==> src/rtl/vram_wr_queue.sv <==
// VRAM port-b write queue: buffers CPU write commands, commits them only inside the i_wr_allow window.
// Latency: a popped entry drives port b on the next cycle, one entry per cycle while draining.
// Backpressure: o_cmd_ready = !full. Optional statistics outputs are enabled by VRAM_WR_STATS_EN.

module vram_wr_fifo #(
    parameter  int WIDTH = 8,
    parameter  int DEPTH = 16,
    localparam int PTR_W = $clog2(DEPTH),
    localparam int LVL_W = PTR_W + 1
) (
    input  logic             clk,
    input  logic             reset,
    input  logic             push_vld,
    input  logic [WIDTH-1:0] push_dat,
    input  logic             pop_vld,
    output logic [WIDTH-1:0] pop_dat,
    output logic             full,
    output logic             empty,
    output logic [LVL_W-1:0] level
);
    logic [WIDTH-1:0] mem [DEPTH];
    logic [PTR_W-1:0] wr_ptr;
    logic [PTR_W-1:0] rd_ptr;
    logic             do_push;
    logic             do_pop;

    assign full    = (level == LVL_W'(DEPTH));
    assign empty   = (level == '0);
    assign do_push = push_vld && !full;
    assign do_pop  = pop_vld && !empty;
    assign pop_dat = mem[rd_ptr];

    // Pointers wrap naturally because DEPTH is a power of two.
    always_ff @(posedge clk) begin
        if (reset) begin
            wr_ptr <= '0;
            rd_ptr <= '0;
            level  <= '0;
        end else begin
            if (do_push) wr_ptr <= wr_ptr + PTR_W'(1);
            if (do_pop)  rd_ptr <= rd_ptr + PTR_W'(1);
            case ({do_push, do_pop})
                2'b10:   level <= level + LVL_W'(1);
                2'b01:   level <= level - LVL_W'(1);
                default: level <= level;
            endcase
        end
    end

    always_ff @(posedge clk) begin
        if (do_push) mem[wr_ptr] <= push_dat;
    end
endmodule

module vram_wr_queue #(
    parameter  int DEPTH  = 16,
    parameter  int ADDR_W = 12,
    parameter  int DATA_W = 64,
    localparam int BE_W   = DATA_W / 8,
    localparam int LVL_W  = $clog2(DEPTH) + 1
) (
    input  logic              clk,
    input  logic              reset,
    input  logic              i_cmd_valid,
    output logic              o_cmd_ready,
    input  logic [1:0]        i_cmd_ram,
    input  logic [ADDR_W-1:0] i_cmd_addr,
    input  logic [DATA_W-1:0] i_cmd_data,
    input  logic [BE_W-1:0]   i_cmd_byteena,
    input  logic              i_wr_allow,
    output logic [ADDR_W-1:0] o_addr_b,
    output logic [DATA_W-1:0] o_wrdata_b,
    output logic [BE_W-1:0]   o_byteena_b,
    output logic [3:0]        o_wren_b,
    output logic              o_busy,
    output logic [LVL_W-1:0]  o_level
`ifdef VRAM_WR_STATS_EN
    ,
    input  logic              i_stat_clr,
    output logic [15:0]       o_stat_commits,
    output logic [LVL_W-1:0]  o_stat_maxlvl
`endif
);
    typedef struct packed {
        logic [1:0]        ram;
        logic [ADDR_W-1:0] addr;
        logic [DATA_W-1:0] data;
        logic [BE_W-1:0]   be;
    } cmd_t;

    typedef enum logic {IDLE, DRAIN} state_t;

    state_t state;
    state_t state_nxt;
    cmd_t   push_cmd;
    cmd_t   head;
    logic   full;
    logic   empty;
    logic   push_acc;
    logic   pop;

    assign o_cmd_ready = !full;
    assign push_acc    = i_cmd_valid && o_cmd_ready;
    assign push_cmd    = '{ram: i_cmd_ram, addr: i_cmd_addr, data: i_cmd_data, be: i_cmd_byteena};

    vram_wr_fifo #(.WIDTH($bits(cmd_t)), .DEPTH(DEPTH)) u_fifo (
        .clk      (clk),
        .reset    (reset),
        .push_vld (i_cmd_valid),
        .push_dat (push_cmd),
        .pop_vld  (pop),
        .pop_dat  (head),
        .full     (full),
        .empty    (empty),
        .level    (o_level)
    );

    always_ff @(posedge clk) begin
        if (reset) state <= IDLE;
        else       state <= state_nxt;
    end

    // Leave DRAIN as soon as the window closes or the last queued entry goes out.
    always_comb begin
        state_nxt = state;
        pop       = 1'b0;
        case (state)
            IDLE: begin
                if (i_wr_allow && !empty) state_nxt = DRAIN;
            end
            DRAIN: begin
                pop = i_wr_allow && !empty;
                if (!i_wr_allow || empty || (o_level == LVL_W'(1) && !push_acc))
                    state_nxt = IDLE;
            end
            default: state_nxt = IDLE;
        endcase
    end

    // Port-b bus holds its last value; only the write enable is a single-cycle pulse.
    always_ff @(posedge clk) begin
        if (reset) begin
            o_addr_b    <= '0;
            o_wrdata_b  <= '0;
            o_byteena_b <= '0;
            o_wren_b    <= '0;
        end else begin
            o_wren_b <= '0;
            if (pop) begin
                o_addr_b    <= head.addr;
                o_wrdata_b  <= head.data;
                o_byteena_b <= head.be;
                if (|head.be) o_wren_b <= 4'b0001 << head.ram;
            end
        end
    end

    assign o_busy = (o_level != '0) || (|o_wren_b);

`ifdef VRAM_WR_STATS_EN
    always_ff @(posedge clk) begin
        if (reset || i_stat_clr) begin
            o_stat_commits <= '0;
            o_stat_maxlvl  <= '0;
        end else begin
            if ((|o_wren_b) && (o_stat_commits != 16'hFFFF))
                o_stat_commits <= o_stat_commits + 16'd1;
            if (o_level > o_stat_maxlvl)
                o_stat_maxlvl <= o_level;
        end
    end
`endif
endmodule

==> config.mk <==
export PLATFORM = sky130hd
export DESIGN_NAME = vram_wr_queue
export DESIGN_NICKNAME = d
export VERILOG_FILES = /design/src/rtl/vram_wr_queue.sv
export SDC_FILE = /design/constraint.sdc
export NUM_CORES = 1
export LEC_CHECK = 0
export CAP_MARGIN = 20
export CORE_AREA = 3 3 427 429
export CTS_BUF_LIST = sky130_fd_sc_hd__clkbuf_4 sky130_fd_sc_hd__clkbuf_8
export CTS_CLUSTER_SIZE = 20
export DETAILED_ROUTE_END_ITERATION = 8
export DIE_AREA = 0 0 430 432
export SLEW_MARGIN = 20
export SYNTH_ARGS = -nofsm -noshare
export SYNTH_HDL_FRONTEND = slang
export SYNTH_SLANG_ARGS = --single-unit
==> constraint.sdc <==
create_clock -name clk -period 18.9 [get_ports clk]
set_input_delay 1.89 -clock clk [delete_from_list [all_inputs] [get_ports clk]]
set_output_delay 1.89 -clock clk [all_outputs]
set_load 0.02 [all_outputs]
==> flow_metrics.tcl, run 1 <==
set metrics [dict create \
    outcome "finished, final reports clean" \
    synth_edf_count 1376 \
    path_class "reg2reg" \
    fin_cells 5302 \
    wl_met3_um 6250 \
    multi_input_area_um2 11500 \
    rsz0062_at_grt "no" \
    async_reset_ff_frac 0 \
    wl_per_cell_um 24.7 \
    min_path_type "reg2reg" \
    clkLatencyLatePin_ns 0.91 \
    crit_path_end_kind "flip-flop" \
    synth_flop_cell "edfxtp_1" \
    die_area_um2 186000 \
    start_util 0.310 \
    routed_wl_um 131000 \
    cts_buffers 228 \
    worst_slack_ns 13.98 \
    fin_crit_ns 4.92 \
    post_cts_resized 0 \
    place_area_um2 60100 \
    grt_pass1_vias 26900 \
    drive_gt1_frac 0.297 \
    grt_max_degree 99 \
    fillers 16200 \
    path_max_fanout 47 \
    synth_nets 2516 \
    routed.top_layer "met4" \
    clockRootBuffer "clkbuf_8" \
    power_density_nw_per_um2 101 \
    fin_crit_sh 0.260 \
    min_to "o_wrdata_b[34]$_SDFFE_PP0N_" \
    chipWidth_um 430 \
    maxCapViolations 0 \
    fin_skew_ns 0.0371 \
    cp.arrival_ns 5.66 \
    hold_viol_final 0 \
    hpwl_um 71200 \
    grt_pass1_wl_um 192000 \
    grt_remaining_overflow 0 \
    dpl.cell_count 4878 \
    drtIter0Drc 2331 \
    seq_area_um2 43500 \
    gp_congestion 0.718 \
    netlist_area_um2 55400 \
    fp.dieH_um 432 \
    clockBufferDepth 3 \
    vias 25700 \
    max-slew-margin-rel 0.246 \
    synth-seq-cells 1482 \
    cts_tree "yes" \
    path_clk_slew_ns 0.06 \
    cts_setup_buffers 0 \
    r2r_cells 7 \
    whs_path_depth 2 \
    yosys_warnings 0 \
    antenna_found_initial 25 \
    p_leak_nw 19.3 \
    post-place-ws_ns 13.77 \
    avgSynthCellArea_um2 22.9 \
    rrSetupSlack_ns 13.98 \
    ios 185 \
    max_clock_freq_mhz 203 \
    core_area_um2 179000 \
    timing.rr.end "o_wrdata_b[31]$_SDFFE_PP0N_" \
    dr.pass1.iters 5 \
    track_usage 0.141 \
    cp-start-kind "flip-flop" \
    setup_viol 0 \
    syn-instance-count 2416 \
    irDropWorstVdd_mv 0.0590 \
    via_per_inst 4.84 \
    nets 2853 \
    fp-row-count 155 \
    final.setup.tns_ns 0 \
    hold_path.startpoint "o_wrdata_b[34]$_SDFFE_PP0N_" \
    dr_wl_met2_um 67600 \
    yosysUniqueCellTypes 37 \
    wl_met1_um 54600 \
    port_buffers 184 \
    numClockSinks 1482 \
    syn_to_final_growth_pct 16.9 \
    ctsHoldBuffers 0 \
    crit_required_ns 19.64 \
    ant_nets 0 \
    tightest_slew_ns 1.13 \
    cts.htree.levels 4 \
    slew_violations 0 \
    synth_seq_area_share 0.785 \
    remaining_drc_errors 0 \
    design_area_um2 64800 \
    power_mw 6.53 \
]
## report_power, final
| part | leakage [nW] | switching [mW] | internal, mW |
|---|---|---|---|
| Sequential | 13.3 | 0.0139 | 3.63 |
| Combinational | 3.57 | 0.135 | 0.0911 |
| Clock | 2.45 | 1.22 | 1.44 |
## per-layer routing
layer | vias to the layer above | track usage
met5 | - | 0
met4 | 0 | 0.0380
met3 | 209 | 0.0254
met1 | 13900 | 0.182
met2 | 723 | 0.245
li1 | 10900 | -
## Yosys cell counts, drive strengths merged, types with 2 or more instances
cell type,n,area [µm²]
edfxtp,1376,41300
inv,7,26.3
nor4,3,31.3
clkbuf,64,240
nand4,2,12.5
nand2,186,698
nor2,28,105
o21ai,2,10.0
nand2b,2,12.5
mux4,422,9500
nor2b,3,18.8
nand3,4,20.0
a22oi,16,120
ha,10,125
buf,65,323
nor3,5,25.0
or4b,2,20.0
a31oi,2,12.5
dfxtp,106,2120
a21oi,91,455
xor2,6,52.6
xnor2,4,35.0
## state kept, by name (all words and copies together), names as in the netlist, 4 cells and up, named ones only
register	flops
o_byteena_b	8
o_addr_b	12
u_fifo.level	5
o_wrdata_b	64
o_wren_b	4
u_fifo.wr_ptr	4
u_fifo.mem	1376
u_fifo.rd_ptr	4
## cell usage in the layout, fill, tap and decap left out, drive strengths merged, types with 28 or more instances in the layout
cell type	instances
buf	53
edfxtp	1376
nand2	186
dfxtp	106
clkdlybuf4s50	183
clkinv	69
nor2	28
mux4	422
clkbuf	330
a21oi	91
## metrics by stage
step | util | hold WS (ns)
after floorplan | - | 0.468
after detailed placement | 0.337 | 0.447
after global routing | 0.362 | 0.472
after CTS | 0.362 | 0.454
final | 0.363 | 0.454
after global placement | 0.337 | 0.443
## worst max-delay path, cell delays in order, from the launching register on
cell	delay, ns
dfxtp_4	0.92
buf_4	0.75
buf_4	0.78
buf_4	0.85
mux4_2	0.62
mux4_2	0.48
nand2_1	0.08
a21oi_1	0.06
## how the worst max path moves through the flow
stage                 from                           to  slack (ns)
2_1_floorplan  i_cmd_valid   u_fifo.mem[3][0]$_DFFE_PP_        9.81
3_3_place_gp     flip-flop  o_wrdata_b[31]$_SDFFE_PP0N_       13.78
3_5_place_dp     flip-flop  o_wrdata_b[31]$_SDFFE_PP0N_       13.77
4_1_cts          flip-flop  o_wrdata_b[31]$_SDFFE_PP0N_       13.73
5_1_grt          flip-flop  o_wrdata_b[37]$_SDFFE_PP0N_       13.40
6_report         flip-flop  o_wrdata_b[31]$_SDFFE_PP0N_       13.98
## layout make-up
type / count / area share
clock inverter: 88 / 0.00972
antenna: 6 / 0.000232
multi-input combinational: 798 / 0.177
tap: 2355 / 0.0455
clock buffer: 330 / 0.0612
timing repair buffer: 236 / 0.0348
sequential: 1482 / 0.671
inverter: 7 / 0.000444
## logic make-up after synthesis
kind of cell	share of synthesized area
adders and majority gates	0.00226
muxes	0.172
and+or+nand+nor	0.0178
buffers and inverters	0.0106
AOI/OAI and AO/OA	0.0112
xor gates and xnor gates	0.00158
DFF	0.785
No activity file was read; power rests on OpenSTA's default activity.
==> inputs of run 2 (changes only) <==
==> constraint.sdc (replaced) <==
create_clock -name clk -period 4.14 [get_ports clk]
set_input_delay 0.414 -clock clk [delete_from_list [all_inputs] [get_ports clk]]
set_output_delay 0.414 -clock clk [all_outputs]
set_load 0.02 [all_outputs]
==> run 2 against run 1 <==
Against the previous run:
- global-route usage down 0.30 points
- total power rose to 4.5 times the previous value
- hold slack worse by 0.27 ns
- sequential power rose to 4.6 times the previous value
- maximum frequency up 60%
- largest cell class unchanged
- count of clock-buffer cells in the layout up 2
- cell count up 0.19%
- first-iteration DRC count down 13%
- register-to-register slack worse by 13 ns
- final area up 0.69%
==> flow_metrics.tcl, run 2 (same netlist as run 1, synthesis figures left out) <==
set metrics [dict create \
    outcome "finished, final reports clean" \
    hold_viol_final 0 \
    ios 185 \
    cts_setup_buffers 0 \
    power_frac_comb 0.036 \
    irDropWorstVdd_mv 0.262 \
    path_depth 6 \
    drive_gt1_frac 0.301 \
    clockBufferDepth 3 \
    internal_power_mw 23.4 \
    ant_nets 0 \
    clockRootBuffer "clkbuf_8" \
    core_area_um2 179000 \
    fin_crit_sh 0.743 \
    routed_wl_um 129000 \
    use_met1 0.179 \
    final_cell_mix "edfxtp_1 (1,376), mux4_2 (422), clkbuf_8 (249)" \
    endpoint "u_fifo.mem[3][23]$_DFFE_PP_" \
    top_register "u_fifo.mem" \
    remaining_drc_errors 0 \
    largest_register_ffs 1376 \
    wl_per_cell_um 24.3 \
    cp-start-kind "flip-flop" \
    rsz0062_at_grt "no" \
    gp_congestion 0.707 \
    nets 2858 \
    utilization 0.365 \
    drtIter0Drc 2039 \
    cts_tree "yes" \
    path_class "reg2reg" \
    fp-row-count 155 \
    crit_required_ns 4.66 \
    fp.dieH_um 432 \
    p_switching_mw 6.18 \
    crit_start "u_fifo.level[0]$_SDFFE_PP0P_" \
    critPathTopFamily "simple AND/OR/NAND/NOR gates" \
    hpwl_um 69700 \
    r2r_cells 6 \
    slew_violations 0 \
    whs_path_depth 2 \
    power.share.clock 0.402 \
    seq_area_um2 43500 \
    numClockSinks 1482 \
    fin_crit_ns 3.08 \
    grt_pass1_vias 26700 \
    cts.htree.levels 4 \
    final_common_cell "edfxtp_1" \
    crit_buf_inv 2 \
    crit_path_max_incr_delay_ns 0.56 \
    grt.busiest_layer "met2" \
    path_clk_slew_ns 0.07 \
    syn_to_final_growth_pct 17.8 \
    timing.rr.start "u_fifo.level[0]$_SDFFE_PP0P_" \
    fin_skew_ns 0.0405 \
    cp.arrival_ns 3.60 \
    final.setup.tns_ns 0 \
    hold_path.startpoint "i_wr_allow" \
    grt_max_degree 100 \
    clkLatencyLatePin_ns 0.91 \
    vias 25500 \
    fillers 16200 \
    power_density_nw_per_um2 453 \
    hold_ws_ns 0.188 \
    path_cells "inv_1, ha_1, a31oi_2, nand2_1, nor3_4, buf_12" \
    slowest_stage "a31oi_2" \
    die_area_um2 186000 \
    min_path_type "in2reg" \
    cts_buffers 222 \
    timing.rr.end "u_fifo.mem[3][23]$_DFFE_PP_" \
    seq_power_share 0.562 \
    p_sw_frac 0.209 \
    rrSetupSlack_ns 1.06 \
    antenna_found_initial 28 \
    dr.pass1.iters 7 \
    max-slew-margin-rel 0.268 \
    chipWidth_um 430 \
    grt_pass1_wl_um 188000 \
    tightest_slew_ns 1.10 \
    setup_viol 0 \
    grt_remaining_overflow 0 \
    multi_input_area_um2 11500 \
    port_buffers 184 \
    p_leak_nw 19.4 \
    max_clock_freq_mhz 325 \
    use_met3 0.0352 \
    crit_path_end_kind "flip-flop" \
    maxCapViolations 0 \
    via_per_inst 4.80 \
    track_usage 0.138 \
    largestRegisters "u_fifo.mem x1376, o_wrdata_b x64, o_addr_b x12" \
    globalRouteMet2Util 0.230 \
    start_util 0.310 \
    path_max_fanout 66 \
]
## run 2: how the worst min path moves through the flow
stage	endpoint
floorplan	flip-flop
global placement	o_wrdata_b[25]$_SDFFE_PP0N_
finish	state$_SDFF_PP0_
detailed placement	o_wrdata_b[40]$_SDFFE_PP0N_
CTS	state$_SDFF_PP0_
global route	state$_SDFF_PP0_
## run 2: final cells by class
cell class	count	area share
Sequential cell	1482	0.667
Multi-Input combinational cell	798	0.176
Clock buffer	332	0.0621
Tap cell	2355	0.0452
Timing Repair Buffer	247	0.0421
Clock inverter	79	0.00702
Antenna cell	12	0.000461
Inverter	7	0.000441
## run 2: metal layers
metal  part of all wire  vias to the layer above
met5            0.00068                        -
met4              0.023                       12
met3              0.057                      193
met2               0.50                      689
met1               0.42                    13700
li1                   -                    10900
## run 2: worst reg2reg max path, stage by stage, from the launching register on
cell and delay, ns:
dfxtp_1 0.47, inv_1 0.10, ha_1 0.28, a31oi_2 0.56, nand2_1 0.43, nor3_4 0.34, buf_12 0.46
## run 2: timing repair
item	CTS	global route
hold buffers	1	0
hold endpoints to repair	56	0
gates resized for setup	0	0
## run 2: power by group through the flow
| stage | combinational [mW] | clock, mW | sequential, mW |
|---|---|---|---|
| 2_1_floorplan | 0.507 | 0 | 16.9 |
| 3_3_place_gp | 1.06 | 0 | 16.9 |
| 3_5_place_dp | 1.08 | 0 | 16.9 |
| 4_1_cts | 1.08 | 12.3 | 16.6 |
| 5_1_grt | 1.14 | 12.9 | 16.6 |
| 6_report | 1.05 | 11.9 | 16.6 |
## run 2: per-stage QoR
stage | power (mW) | area (µm²) | setup slack [ns] | instances
after floorplan | 17.4 | 55500 | -0.0950 | 2416
after global placement | 18.0 | 60700 | 0.986 | 4888
after detailed placement | 18.0 | 60700 | 0.963 | 4888
after CTS | 29.9 | 65200 | 0.987 | 5300
after global routing | 30.6 | 65200 | 0.824 | 5303
final | 29.6 | 65200 | 1.06 | 5312
==> inputs of run 3 (changes only) <==
==> constraint.sdc (replaced) <==
create_clock -name clk -period 2.6 [get_ports clk]
set_input_delay 0.26 -clock clk [delete_from_list [all_inputs] [get_ports clk]]
set_output_delay 0.26 -clock clk [all_outputs]
set_load 0.02 [all_outputs]
==> run 3 against run 2 <==
Against the previous run:
- critical path type unchanged
- register-to-register slack got worse by 0.90 ns
- non-clock buffer count increased by 90
- core utilization increased by 1.2 points
==> flow_metrics.tcl, run 3 (same netlist as run 1, synthesis figures left out) <==
set metrics [dict create \
    outcome "finished, final reports clean" \
    die_area_um2 186000 \
    top_register "u_fifo.mem" \
    ios 185 \
    path_max_fanout 13 \
    max_clock_freq_mhz 411 \
    clockRootBuffer "clkbuf_8" \
    hold_viol_final 0 \
    port_buffers 184 \
    cts_buffers 237 \
    chipWidth_um 430 \
    rsz0062_at_grt "no" \
    grt_max_degree 70 \
    cts.htree.levels 4 \
    grt_remaining_overflow 0 \
    cp-start-kind "flip-flop" \
    power_density_nw_per_um2 736 \
    max-slew-margin-rel 0.513 \
    tightest_slew_ns 0.731 \
    dr.pass1.iters 5 \
    clockBufferDepth 3 \
    design_area_um2 67400 \
    final.setup.tns_ns 0 \
    final_common_cell "edfxtp_1" \
    largestRegisters "u_fifo.mem x1376, o_wrdata_b x64, o_addr_b x12" \
    grt_pass1_vias 27900 \
    numClockSinks 1482 \
    drive_gt1_frac 0.333 \
    place_area_um2 62100 \
    fp-row-count 155 \
    fin_crit_ns 2.44 \
    antenna_found_initial 20 \
    ant_nets 0 \
    via_per_inst 4.87 \
    irDropWorstVdd_mv 0.543 \
    min_path_type "in2reg" \
    core_area_um2 179000 \
    cts_setup_buffers 0 \
    grt_pass1_wl_um 202000 \
    fin_crit_sh 0.937 \
    cts_tree "yes" \
    wl_per_cell_um 25.6 \
    path_clk_slew_ns 0.06 \
    crit_path_end_kind "flip-flop" \
    setup_viol 0 \
    slew_violations 0 \
    clkLatencyLatePin_ns 0.96 \
    gp_congestion 0.709 \
    track_usage 0.150 \
    fin_skew_ns 0.0575 \
    final_cell_mix "edfxtp_1 (1,376), mux4_2 (422), clkbuf_8 (258)" \
    fp.dieH_um 432 \
    p_leak_nw 20.4 \
    hpwl_um 76100 \
    maxCapViolations 0 \
    nets 2963 \
    largest_register_ffs 1376 \
    routed_wl_um 140000 \
    syn_to_final_growth_pct 21.7 \
    drtIter0Drc 2464 \
    crit_required_ns 3.38 \
    vias 26500 \
    remaining_drc_errors 0 \
    fillers 16000 \
    start_util 0.310 \
    cp.arrival_ns 3.21 \
    path_class "reg2reg" \
]
[run 3: changes by cell type in the layout (fill, tap and decap cells not counted), sizes merged, moves of 2 or more]
cell,delta
bufinv,+14
clkdlybuf4s50,-2
clkbuf,+16
dlygate4sd2,+2
clkinv,+6
clkinvlp,+2
buf,+89
[run 3: final timing paths]
| check | start | slack (ns) | depth (start not counted) | end |
|---|---|---|---|---|
| worst max-delay path | flip-flop | 0.16 | 6 | o_wrdata_b[35]$_SDFFE_PP0N_ |
| worst min-delay path | i_cmd_data[51] | 0.22 | 1 | u_fifo.mem[4][59]$_DFFE_PP_ |
| worst max register to register | flip-flop | 0.16 | 6 | o_wrdata_b[35]$_SDFFE_PP0N_ |
| worst min register to register | o_wrdata_b[5]$_SDFFE_PP0N_ | 0.45 | 2 | o_wrdata_b[5]$_SDFFE_PP0N_ |
[run 3: worst max-delay path: stages, from the launching register on]
cell,delay [ns]
dfxtp_4,0.52
buf_12,0.21
buf_4,0.31
mux4_2,0.55
mux4_2,0.50
nand2_1,0.09
a21oi_1,0.06
[run 3: power by group]
group	switching (mW)	total (mW)	internal, mW
Clock	9.24	21.3	12.1
Sequential	0.0942	26.5	26.4
Combinational	1.00	1.79	0.787
Total	10.3	49.5	39.2
[run 3: what timing repair did]
item,in CTS,in global routing
gates resized for setup,6,0
hold endpoints to repair,39,0
hold buffers,2,0
endpoints found under the setup margin,3,0
[run 3: layer usage]
| metal | wire [µm] | vias to the layer above | GRT usage |
|---|---|---|---|
| li1 | - | 11100 | - |
| met1 | 58500 | 14300 | 0.198 |
| met2 | 70200 | 817 | 0.251 |
| met3 | 7900 | 214 | 0.0327 |
| met4 | 2850 | 8 | 0.0428 |
| met5 | 55 | - | 0 |
[run 3: final cells by class]
type | count | area (µm²) | area share
flip-flops and latches | 1482 | 43500 | 0.645
well taps | 2355 | 2950 | 0.0437
diodes | 12 | 30.0 | 0.000446
multi-input cells | 798 | 11500 | 0.171
clock inverters | 102 | 952 | 0.0141
clock buffers | 348 | 4230 | 0.0627
repair buffers | 337 | 4150 | 0.0617
inverters | 7 | 33.8 | 0.000502
[run 3: per-stage QoR]
step           power [mW]  utilization  hold slack, ns  setup slack [ns]  std cells
2_1_floorplan        27.8            -           0.359             -1.15       2416
3_3_place_gp         28.7        0.348           0.445             0.164       4977
3_5_place_dp         28.8        0.348           0.449             0.158       4977
4_1_cts              50.2        0.377          0.0938           0.00496       5429
5_1_grt              51.3        0.377           0.196            0.0370       5433
6_report             49.5        0.377           0.215             0.165       5441
